**src/rtl/conv_sched.sv**
```systemverilog
// Convolution window scheduler: counts incoming pixels and, for every pixel that completes
// a KxK window, sequences the CIM input controller, crossbar and output function unit.
module conv_sched #(
  parameter int img_width  = 12,
  parameter int kernel_dim = 5,
  parameter int out_dim    = img_width - kernel_dim + 1,
  localparam int cnt_w     = (img_width > 1) ? $clog2(img_width) : 1,
  localparam int idx_w     = (out_dim * out_dim > 1) ? $clog2(out_dim * out_dim) : 1
) (
  input  logic             clk,
  input  logic             rst,
  input  logic             i_pixel_we,
  output logic             o_ready,
  output logic             o_ctrl_start,
  input  logic             i_ctrl_busy,
  input  logic             i_cim_busy,
  output logic             o_func_start,
  input  logic             i_func_busy,
  output logic             o_busy,
  output logic [idx_w-1:0] o_out_idx,
  output logic             o_frame_done,
  output logic             o_overrun
);

  typedef enum logic [2:0] {
    IDLE,
    START_CTRL,
    WAIT_CTRL,
    WAIT_CIM,
    START_FUNC,
    WAIT_FUNC
  } state_t;

  localparam logic [cnt_w-1:0] last_pix = cnt_w'(img_width - 1);
  localparam logic [cnt_w-1:0] first_hit = cnt_w'(kernel_dim - 1);
  localparam logic [idx_w-1:0] last_win = idx_w'(out_dim * out_dim - 1);

  state_t             state_q, state_d;
  logic [cnt_w-1:0]   row_q, row_d;
  logic [cnt_w-1:0]   col_q, col_d;
  logic [idx_w-1:0]   out_idx_q, out_idx_d;
  logic               first_q, first_d;
  logic               frame_done_q, frame_done_d;
  logic               overrun_q, overrun_d;
  logic               accept;
  logic               hit;

  assign o_ready      = (state_q == IDLE);
  assign o_busy       = (state_q != IDLE);
  assign o_ctrl_start = (state_q == START_CTRL);
  assign o_func_start = (state_q == START_FUNC);
  assign o_out_idx    = out_idx_q;
  assign o_frame_done = frame_done_q;
  assign o_overrun    = overrun_q;

  assign accept = i_pixel_we && (state_q == IDLE);
  assign hit    = (row_q >= first_hit) && (col_q >= first_hit);

  // NOTE: every variable gets a default before any branch, so no path can leave one
  // unassigned and infer a latch.
  always_comb begin
    state_d      = state_q;
    row_d        = row_q;
    col_d        = col_q;
    out_idx_d    = out_idx_q;
    first_d      = 1'b0;
    frame_done_d = 1'b0;
    overrun_d    = overrun_q | (i_pixel_we & ~o_ready);

    if (accept) begin
      if (col_q == last_pix) begin
        col_d = '0;
        row_d = (row_q == last_pix) ? '0 : row_q + 1'b1;
      end else begin
        col_d = col_q + 1'b1;
      end
    end

    unique case (state_q)
      IDLE:       if (accept && hit) state_d = START_CTRL;
      START_CTRL: begin
        state_d = WAIT_CTRL;
        first_d = 1'b1;
      end
      // first_q masks the stale busy level seen in the cycle right after a start pulse
      WAIT_CTRL:  if (!first_q && !i_ctrl_busy) state_d = WAIT_CIM;
      WAIT_CIM:   if (!i_cim_busy) state_d = START_FUNC;
      START_FUNC: begin
        state_d = WAIT_FUNC;
        first_d = 1'b1;
      end
      WAIT_FUNC: begin
        if (!first_q && !i_func_busy) begin
          state_d      = IDLE;
          out_idx_d    = (out_idx_q == last_win) ? '0 : out_idx_q + 1'b1;
          frame_done_d = (out_idx_q == last_win);
        end
      end
      default:    state_d = IDLE;
    endcase
  end

  // NOTE: state registers use non-blocking assignments so every flop samples the
  // pre-edge values, independent of statement order.
  always_ff @(posedge clk or negedge rst) begin
    if (!rst) begin
      state_q      <= IDLE;
      row_q        <= '0;
      col_q        <= '0;
      out_idx_q    <= '0;
      first_q      <= 1'b0;
      frame_done_q <= 1'b0;
      overrun_q    <= 1'b0;
    end else begin
      state_q      <= state_d;
      row_q        <= row_d;
      col_q        <= col_d;
      out_idx_q    <= out_idx_d;
      first_q      <= first_d;
      frame_done_q <= frame_done_d;
      overrun_q    <= overrun_d;
    end
  end

endmodule

```
**config.mk**
```make
export PLATFORM = sky130hd
export DESIGN_NAME = conv_sched
export DESIGN_NICKNAME = d
export VERILOG_FILES = /design/src/rtl/conv_sched.sv
export SDC_FILE = /design/constraint.sdc
export NUM_CORES = 1
export LEC_CHECK = 0
export CAP_MARGIN = 20
export CORE_MARGIN = 2
export CORE_UTILIZATION = 53
export CTS_BUF_LIST = sky130_fd_sc_hd__clkbuf_4
export DETAILED_ROUTE_END_ITERATION = 6
export PLACE_DENSITY = 0.77
export SYNTH_ARGS = -nofsm -noshare
export SYNTH_HDL_FRONTEND = slang
export SYNTH_SLANG_ARGS = --single-unit
```
**constraint.sdc**
```tcl
create_clock -name clk -period 2.6 [get_ports clk]
set_clock_uncertainty 0.1 [all_clocks]
set_input_delay 0.52 -clock clk [delete_from_list [all_inputs] [get_ports clk]]
set_output_delay 0.52 -clock clk [all_outputs]
set_load 0.02 [all_outputs]
```
======== After elaboration in Yosys (flattened, before gate mapping) ========
Index checks and enable logic that the tools add are counted.
word-level totals
  register bits after elaboration ......... 20
  output and inout bits ................... 12
  input bits .............................. 6
  logic and storage cells ................. 52
cells by class
  reductions and logical operators ........ 14
  bitwise logic cells ..................... 3
  add/sub/neg operators ................... 3
  muxes and demuxes ....................... 11
  $lt $le $gt $ge ......................... 2
  equal/unequal tests ..................... 12
operators by type and width
  operator             count
  $pmux 3 s6           1
  $mux 3               4
  $add 4x1->4 const B  2
  $eq 4x4->1 const B   2
  $ge 4x3->1 const B   2
  $mux 4               2
  $add 6x1->6 const B  1
  $eq 3x2->1 const B   2
  $eq 3x3->1 const B   2
  $eq 6x6->1 const B   1
  $mux 6               1
  $ne 2x2->1 const B   3
  $logic_and 1x1->1    5
  $reduce_and 2->1     2
  $reduce_and 4->1     1
  $eq 3x1->1 const B   1
  $logic_not 1->1      3
  $logic_not 3->1      1
  $mux 1               3
  $reduce_bool 3->1    1
  $ne 2x1->1 const B   1
  $reduce_or 2->1      1
  $and 1x1->1          1
  $not 1->1            1
  $or 1x1->1           1

======== Depth between registers and ports, before layout ========
Gate-level depths: netlist (run 1).
  word-level depth ........................ 5
  gate-level depth with buffers ........... 6
  depth with buffers taken out ............ 5

======== Worst setup path before layout (run 1) ========
No wires, ideal clock.
  path type ............................... register to register
  start ................................... register state_q[2]
  end ..................................... register row_q[3]
  arrival ................................. 1944 ps
  stages on the path, launching flop included .. 7
  data required time ...................... 2374 ps
  period minus slack after synthesis ...... 2170 ps
  slack ................................... 430 ps
  setup time .............................. 126 ps
  path buffers ............................ 2
  cell sequence ........................... dfrtp_1 -> buf_6 -> or4b_4 -> buf_6 -> nor4b_4 -> o21ai_1 -> a221o_1
between the ends
  cells in the longest elaborated chain, start to end .. 3
RTL lines
  element                     RTL line  RTL
  from (decl)                 38        state_t state_q, state_d;
  from (signal assigned)      115       state_q <= state_d;
  $logic_not 3->1             56        assign accept = i_pixel_we && (state_q == IDLE);
  $logic_and 1x1->1           56
  $reduce_and 2->1 (no line)  --
  to (signal assigned)        116       row_q <= row_d;
  to (decl)                   39        logic [cnt_w-1:0] row_q, row_d;
Every way passes these cells.
A chain may end at the register's enable or synchronous reset.

======== Final worst setup path (run 1) ========
  start ................................... register state_q[2]
  end ..................................... output o_ready
between the ends
  cells in the longest elaborated chain, start to end .. 1
RTL lines
  element          RTL line  RTL
  $logic_not 3->1  48        assign o_ready = (state_q == IDLE);
  to (decl)        13        output logic o_ready,
Every way passes these cells.

==> impl_metrics.yaml, run 1 <==
setup_path:
  critPathLaunchType: "flip-flop"
  rrSetupSlack_ns: 0.49
  cp_top_family: "buffers and inverters"
  required_ns: 1.98
  cp_slowest_stage_delay_ns: 0.59
  rr_worst_depth: 4
  worst-path-stages: 3
  path_buf_inv: 2
  critical_path_peak_fanout: 10
  crit_arrival_ns: 1.88
  cp_slowest_cell: "clkdlybuf4s50_1"
  crit_type: "reg2out"
  crit_path_cell_trace: "or3_1 > inv_1 > clkdlybuf4s50_1"
  worstSetupEndpointType: "primary output"
  regToRegEndpoint: "row_q[1]"
  reg2reg_from: "state_q[2]"
layout:
  syn_to_final_growth_pct: 20.66
  antennaDiodeCount: 0
  seq_area_um2: 500.5
  multi_input_area_um2: 473.0
  fin_nets: 131
  fill_cells: 137
  drive_gt1_share_pct: 11.57
sta:
  fmax_mhz: 400.2
  slew_headroom_pct: 79.60
  finalMaxSlewViolations: 0
  tightest_slew_ns: 0.3061
  fin_crit_ns: 2.499
  setup_viol: 0
  rsz0062_at_grt: "false"
  layout_worst_path_cycle_share_pct: 96.12
  finalHoldViolCount: 0
  tns_ns: 0
cts:
  clkSinkCount: 20
  clk_pin_slew_worst_paths_ns: 0.11
  clk_latency_ns: 0.29
  cts_max_level: 1
  cts_tree: "done"
  numCtsBuffers: 3
  cts_hold_buffers: 0
  cts_root_buf: "clkbuf_4"
  cts-resized-gates: 0
  clk_path_buf_depth: 2
  postCtsSetupRepairBufs: 0
worst_hold_path:
  min_path_cells: 1
  hold_start: "o_overrun"
  min_delay_worst_endpoint: "o_overrun"
  holdCritPathClass: "reg2reg"
synthesis:
  seq_area_frac_synth_pct: 48.60
  avgSynthCellArea_um2: 10.10
  synth_cells: 102
  synthDistinctLibCells: 30
  yosys_warnings: 0
  syn-cell-area_um2: 1030
  synth_fp_nets: 111
  synth_seq_cells: 20
floorplanning:
  core_um2: 1783
  start_util_pct: 57.75
  rows: 15
  pin_count: 18
  fp.dieH_um: 48.08
  die_area_um2: 2312
  die_w_um: 48.08
global_routing:
  grt_first_pass_wirelength_um: 2960
  grt_pass1_vias: 693
  grt_usage_pct: 17.98
  grt-ovfl-total: 0
  grt_max_degree: 21
  antenna_found_initial: 0
placement:
  place.gp.congestion: 0.8296
  post-dp-hpwl_um: 1304
  numPortBuffers: 17
detailed_routing:
  dr.pass1.iters: 4
  wire_per_inst_um: 11.92
  vias: 774
  drtIter0Drc: 15
  via_per_inst: 5.301
  ant_nets: 0
  drt_wl_total_um: 1741
  drcViolationCount: 0
power:
  finalPower_w: 0.001147
  total_leakage_power_nw: 0.5551
  power.density_nw_per_um2: 923.6
  vdd_ir_drop_max_mv: 0.6147
run:
  cap_violations: 0
run_status:
  outcome: "complete, no violations"
-- through the flow --
step	hold slack, ns	setup WS, ns	utilization [%]	cells	instance area, um2
after global placement	0.3445	0.1045	68.21	142	1216
after detailed placement	0.3438	0.05844	68.21	142	1216
final	0.3619	0.1009	69.68	146	1242
after global routing	0.3807	0.007377	69.68	146	1242
after CTS	0.3689	0.09451	69.68	146	1242
after floorplan	0.1244	0.4304	-	102	1030
-- synthesized netlist by cell type, drive strengths merged --
library cell | count | area share, %
xor2 | 1 | 0.85
nor3 | 3 | 1.5
nand2 | 10 | 3.6
a31oi | 3 | 1.8
a22o | 1 | 0.85
o22ai | 1 | 0.61
buf | 3 | 2.9
dfrtp | 20 | 49
clkbuf | 2 | 0.73
or4b | 1 | 1.3
nand3 | 4 | 1.9
or2b | 1 | 0.73
or3 | 2 | 1.2
and3 | 4 | 2.4
o32ai | 1 | 0.85
mux2 | 6 | 6.6
ha | 3 | 3.6
nor2b | 1 | 0.61
a41oi | 1 | 0.85
o21ai | 6 | 2.9
xnor2 | 3 | 2.6
nor4b | 1 | 2.3
and2 | 2 | 1.2
nor2 | 12 | 4.4
a21o | 1 | 0.73
a21oi | 3 | 1.5
a221o | 1 | 0.97
inv | 5 | 1.8
-- cells in the final DEF, fill, tap and decap left out, drive strengths merged --
cell	n
a21o	1
a21oi	3
a221o	1
a22o	1
a31oi	3
a41oi	1
and2	2
and3	4
buf	3
clkbuf	3
clkdlybuf4s50	17
clkinv	1
dfrtp	20
ha	3
inv	5
mux2	6
nand2	10
nand3	4
nor2	12
nor2b	1
nor3	3
nor4b	1
o21ai	6
o22ai	1
o32ai	1
or2b	1
or3	2
or4b	1
xnor2	3
xor2	1
-- layer usage --
metal  wire, um  global-route usage (%)  part of all wire [%]  up-vias
li1           -                       -                     -      391
met1        859                   25.71                    49      363
met2        813                   28.80                    47       18
met3         60                   2.264                   3.4        2
met4          8                   4.865                  0.46        0
met5          0                       0                     0        -
-- sequential cells by signal, summed over array words and instances (netlist names) --
signal	flops
o_out_idx	6
state_q	3
col_q	4
o_frame_done	1
first_q	1
o_overrun	1
row_q	4
-- cell type report --
cell class,instances,area share (%)
Inverter,5,1.511
Multi-Input combinational cell,72,38.07
Clock inverter,1,0.3021
Sequential cell,20,40.28
Clock buffer,3,1.813
Timing Repair Buffer,20,15.51
Tap cell,25,2.518
-- power by group --
part	total [W]	switching [W]	internal, W	leakage (nW)
clock network	0.000145	0.0000895	0.0000557	0.0154
logic	0.000469	0.000221	0.000248	0.285
registers	0.000534	0.000132	0.000402	0.254
total	0.00115	0.000442	0.000705	0.555
-- kinds of logic (layout without fill, tap and decap cells) --
group,count (synthesis),after routing,synth area share (%)
buffers and inverters,10,29,5.468
muxes,6,6,6.561
adders and majority gates,3,3,3.646
AOI/OAI and AO/OA,18,18,11.06
and+or+nand+nor,41,41,21.26
DFF,20,20,48.60
xor gates and xnor gates,4,4,3.403
-- how the worst max path moves through the flow --
stage	start	slack (ns)	endpoint
6_report	state_q[2]	0.10	o_ready
3_3_place_gp	i_pixel_we	0.10	row_q[1]
4_1_cts	state_q[2]	0.09	o_ready
2_1_floorplan	state_q[2]	0.43	row_q[3]
3_5_place_dp	i_pixel_we	0.06	row_q[1]
5_1_grt	state_q[2]	0.007	o_ready
Note: power is estimated with default switching activity, not from simulation.
==> run 2: changes to the inputs <==
--- a/config.mk
+++ b/config.mk
@@ -7,10 +7,11 @@
 export LEC_CHECK = 0
 export CAP_MARGIN = 20
 export CORE_MARGIN = 2
-export CORE_UTILIZATION = 53
+export CORE_UTILIZATION = 48
 export CTS_BUF_LIST = sky130_fd_sc_hd__clkbuf_4
+export CTS_CLUSTER_SIZE = 40
 export DETAILED_ROUTE_END_ITERATION = 6
-export PLACE_DENSITY = 0.77
+export PLACE_DENSITY = 0.74
 export SYNTH_ARGS = -nofsm -noshare
 export SYNTH_HDL_FRONTEND = slang
 export SYNTH_SLANG_ARGS = --single-unit
==> constraint.sdc (replaced) <==
create_clock -name clk -period 2.1 [get_ports clk]
set_clock_uncertainty 0.1 [all_clocks]
set_input_delay 0.42 -clock clk [delete_from_list [all_inputs] [get_ports clk]]
set_output_delay 0.42 -clock clk [all_outputs]
set_load 0.02 [all_outputs]
==> impl_metrics.yaml, run 2 (synthesis gave the netlist of run 1 again) <==
layout:
  drive_gt1_share_pct: 16.54
  fill_cells: 176
  post-route-util_pct: 64.13
  fin_nets: 137
  final_common_cell: "dfrtp_1"
  antennaDiodeCount: 0
  mostFrequentLayoutCells: "20 x dfrtp_1, 12 x nor2_1, 12 x clkdlybuf4s50_1, 10 x nand2_1, 9 x buf_4"
  fin_area_um2: 1284
  largest_reg_flops: 6
  syn_to_final_growth_pct: 24.67
  fin_cells: 154
sta:
  setup_ws_ns: 0.08269
  tightest_slew_ns: 0.3008
  fin_crit_ns: 2.017
  finalMaxSlewViolations: 0
  rsz0062_at_grt: "false"
  slew_headroom_pct: 79.88
  fmax_mhz: 495.7
  layout_worst_path_cycle_share_pct: 96.06
  finalHoldViolCount: 0
  setup_viol: 0
detailed_routing:
  wire_per_inst_um: 12.68
  ant_nets: 0
  met1Wirelength_um: 829
  met3_wirelength_um: 94
  via_per_inst: 5.279
  vias: 813
  dr.pass1.iters: 4
  met2_length_um: 986
  drtIter0Drc: 7
  drt_wl_total_um: 1953
  drcViolationCount: 0
  highest_layer: "met4"
setup_path:
  rrSetupSlack_ns: 0.08
  critical_path_peak_fanout: 4
  crit_arrival_ns: 2.11
  crit_type: "reg2reg"
  critPathLaunchType: "flip-flop"
  worstSetupEndpointType: "flip-flop"
  required_ns: 2.20
floorplanning:
  fp.dieH_um: 50.32
  die_area_um2: 2532
  core_um2: 2002
  rows: 16
  die_w_um: 50.32
  pin_count: 18
  start_util_pct: 51.44
power:
  total_leakage_power_nw: 0.6047
  vdd_ir_drop_max_mv: 0.6342
  finalPower_w: 0.001449
  power.density_nw_per_um2: 1129
placement:
  place_inst: 148
  detailedPlace.worstSlack_ns: -0.3863
  post-dp-hpwl_um: 1464
  place.gp.congestion: 0.7684
  numPortBuffers: 17
  place_area_um2: 1249
worst_hold_path:
  holdCritPathClass: "in2reg"
run:
  cap_violations: 0
global_routing:
  grt_max_degree: 21
  grt_pass1_vias: 836
  grt_usage_pct: 18.56
  grt_first_pass_wirelength_um: 3456
  grt-ovfl-total: 0
  antenna_found_initial: 0
cts:
  numCtsBuffers: 3
  clk_latency_ns: 0.31
  clkSinkCount: 20
  cts_root_buf: "clkbuf_4"
  cts_tree: "done"
  clk_pin_slew_worst_paths_ns: 0.11
  cts_max_level: 1
  clk_path_buf_depth: 2
run_status:
  outcome: "complete, no violations"
==> run 2: cell count changes in the layout (fill, tap and decap cells not counted), sizes merged <==
cell / change
buf: +6
clkdlybuf4s50: -5
dlygate4sd2: +3
clkbuf: +1
dlymetal6s2s: +1
==> run 2: cell type report <==
type                       instances  area (um2)  share of cell area (%)
inverter                           5       18.77                   1.462
clock buffer                       3       22.52                   1.754
timing repair buffer              26       231.5                   18.03
clock inverter                     1       3.754                  0.2924
tap                               27       33.78                   2.632
multi-input combinational         72       473.0                   36.84
sequential                        20       500.5                   38.99
==> run 2: report_power, final <==
group,internal [W],switching [W]
clock,0.0000695,0.000116
sequential,0.000498,0.000116
combinational,0.000315,0.000334
==> run 2: worst paths after layout <==
| kind | from | to | cells past startpoint |
|---|---|---|---|
| worst min-delay path | i_pixel_we | o_overrun | 2 |
| worst min register to register | o_overrun | o_overrun | 1 |
| min in group asynchronous | rst | state_q[1] | 2 |
| worst max-delay path | state_q[1] | row_q[2] | 5 |
| max in group asynchronous | rst | o_out_idx[1] | 2 |
| worst max register to register | state_q[1] | row_q[2] | 5 |
==> run 2: worst max-delay path: stages, from the launching register on <==
cell     delay [ns]
dfrtp_1        0.43
or4b_4         0.55
nor4b_4        0.31
buf_4          0.18
nand2_1        0.06
mux2_2         0.27
==> run 2: stage by stage <==
step | hold slack (ns) | TNS (ns)
3_5_place_dp | 0.3620 | -1.712
3_3_place_gp | 0.3398 | -1.446
4_1_cts | 0.3362 | 0
5_1_grt | 0.2985 | 0
2_1_floorplan | 0.02441 | -0.03495
6_report | 0.2689 | 0
==> run 2: timing repair <==
| action | CTS | global route |
|---|---|---|
| hold buffers | 0 | 0 |
| endpoints found under the setup margin | 6 | 4 |
| pin swaps | 1 | 1 |
| resized for setup | 4 | 3 |
| buffers inserted | 1 | 1 |
==> run 2: layer usage <==
layer,vias up,GRT usage (%)
li1,406,-
met1,383,19.73
met2,18,32.89
met3,6,5.655
met4,0,9.459
met5,-,0
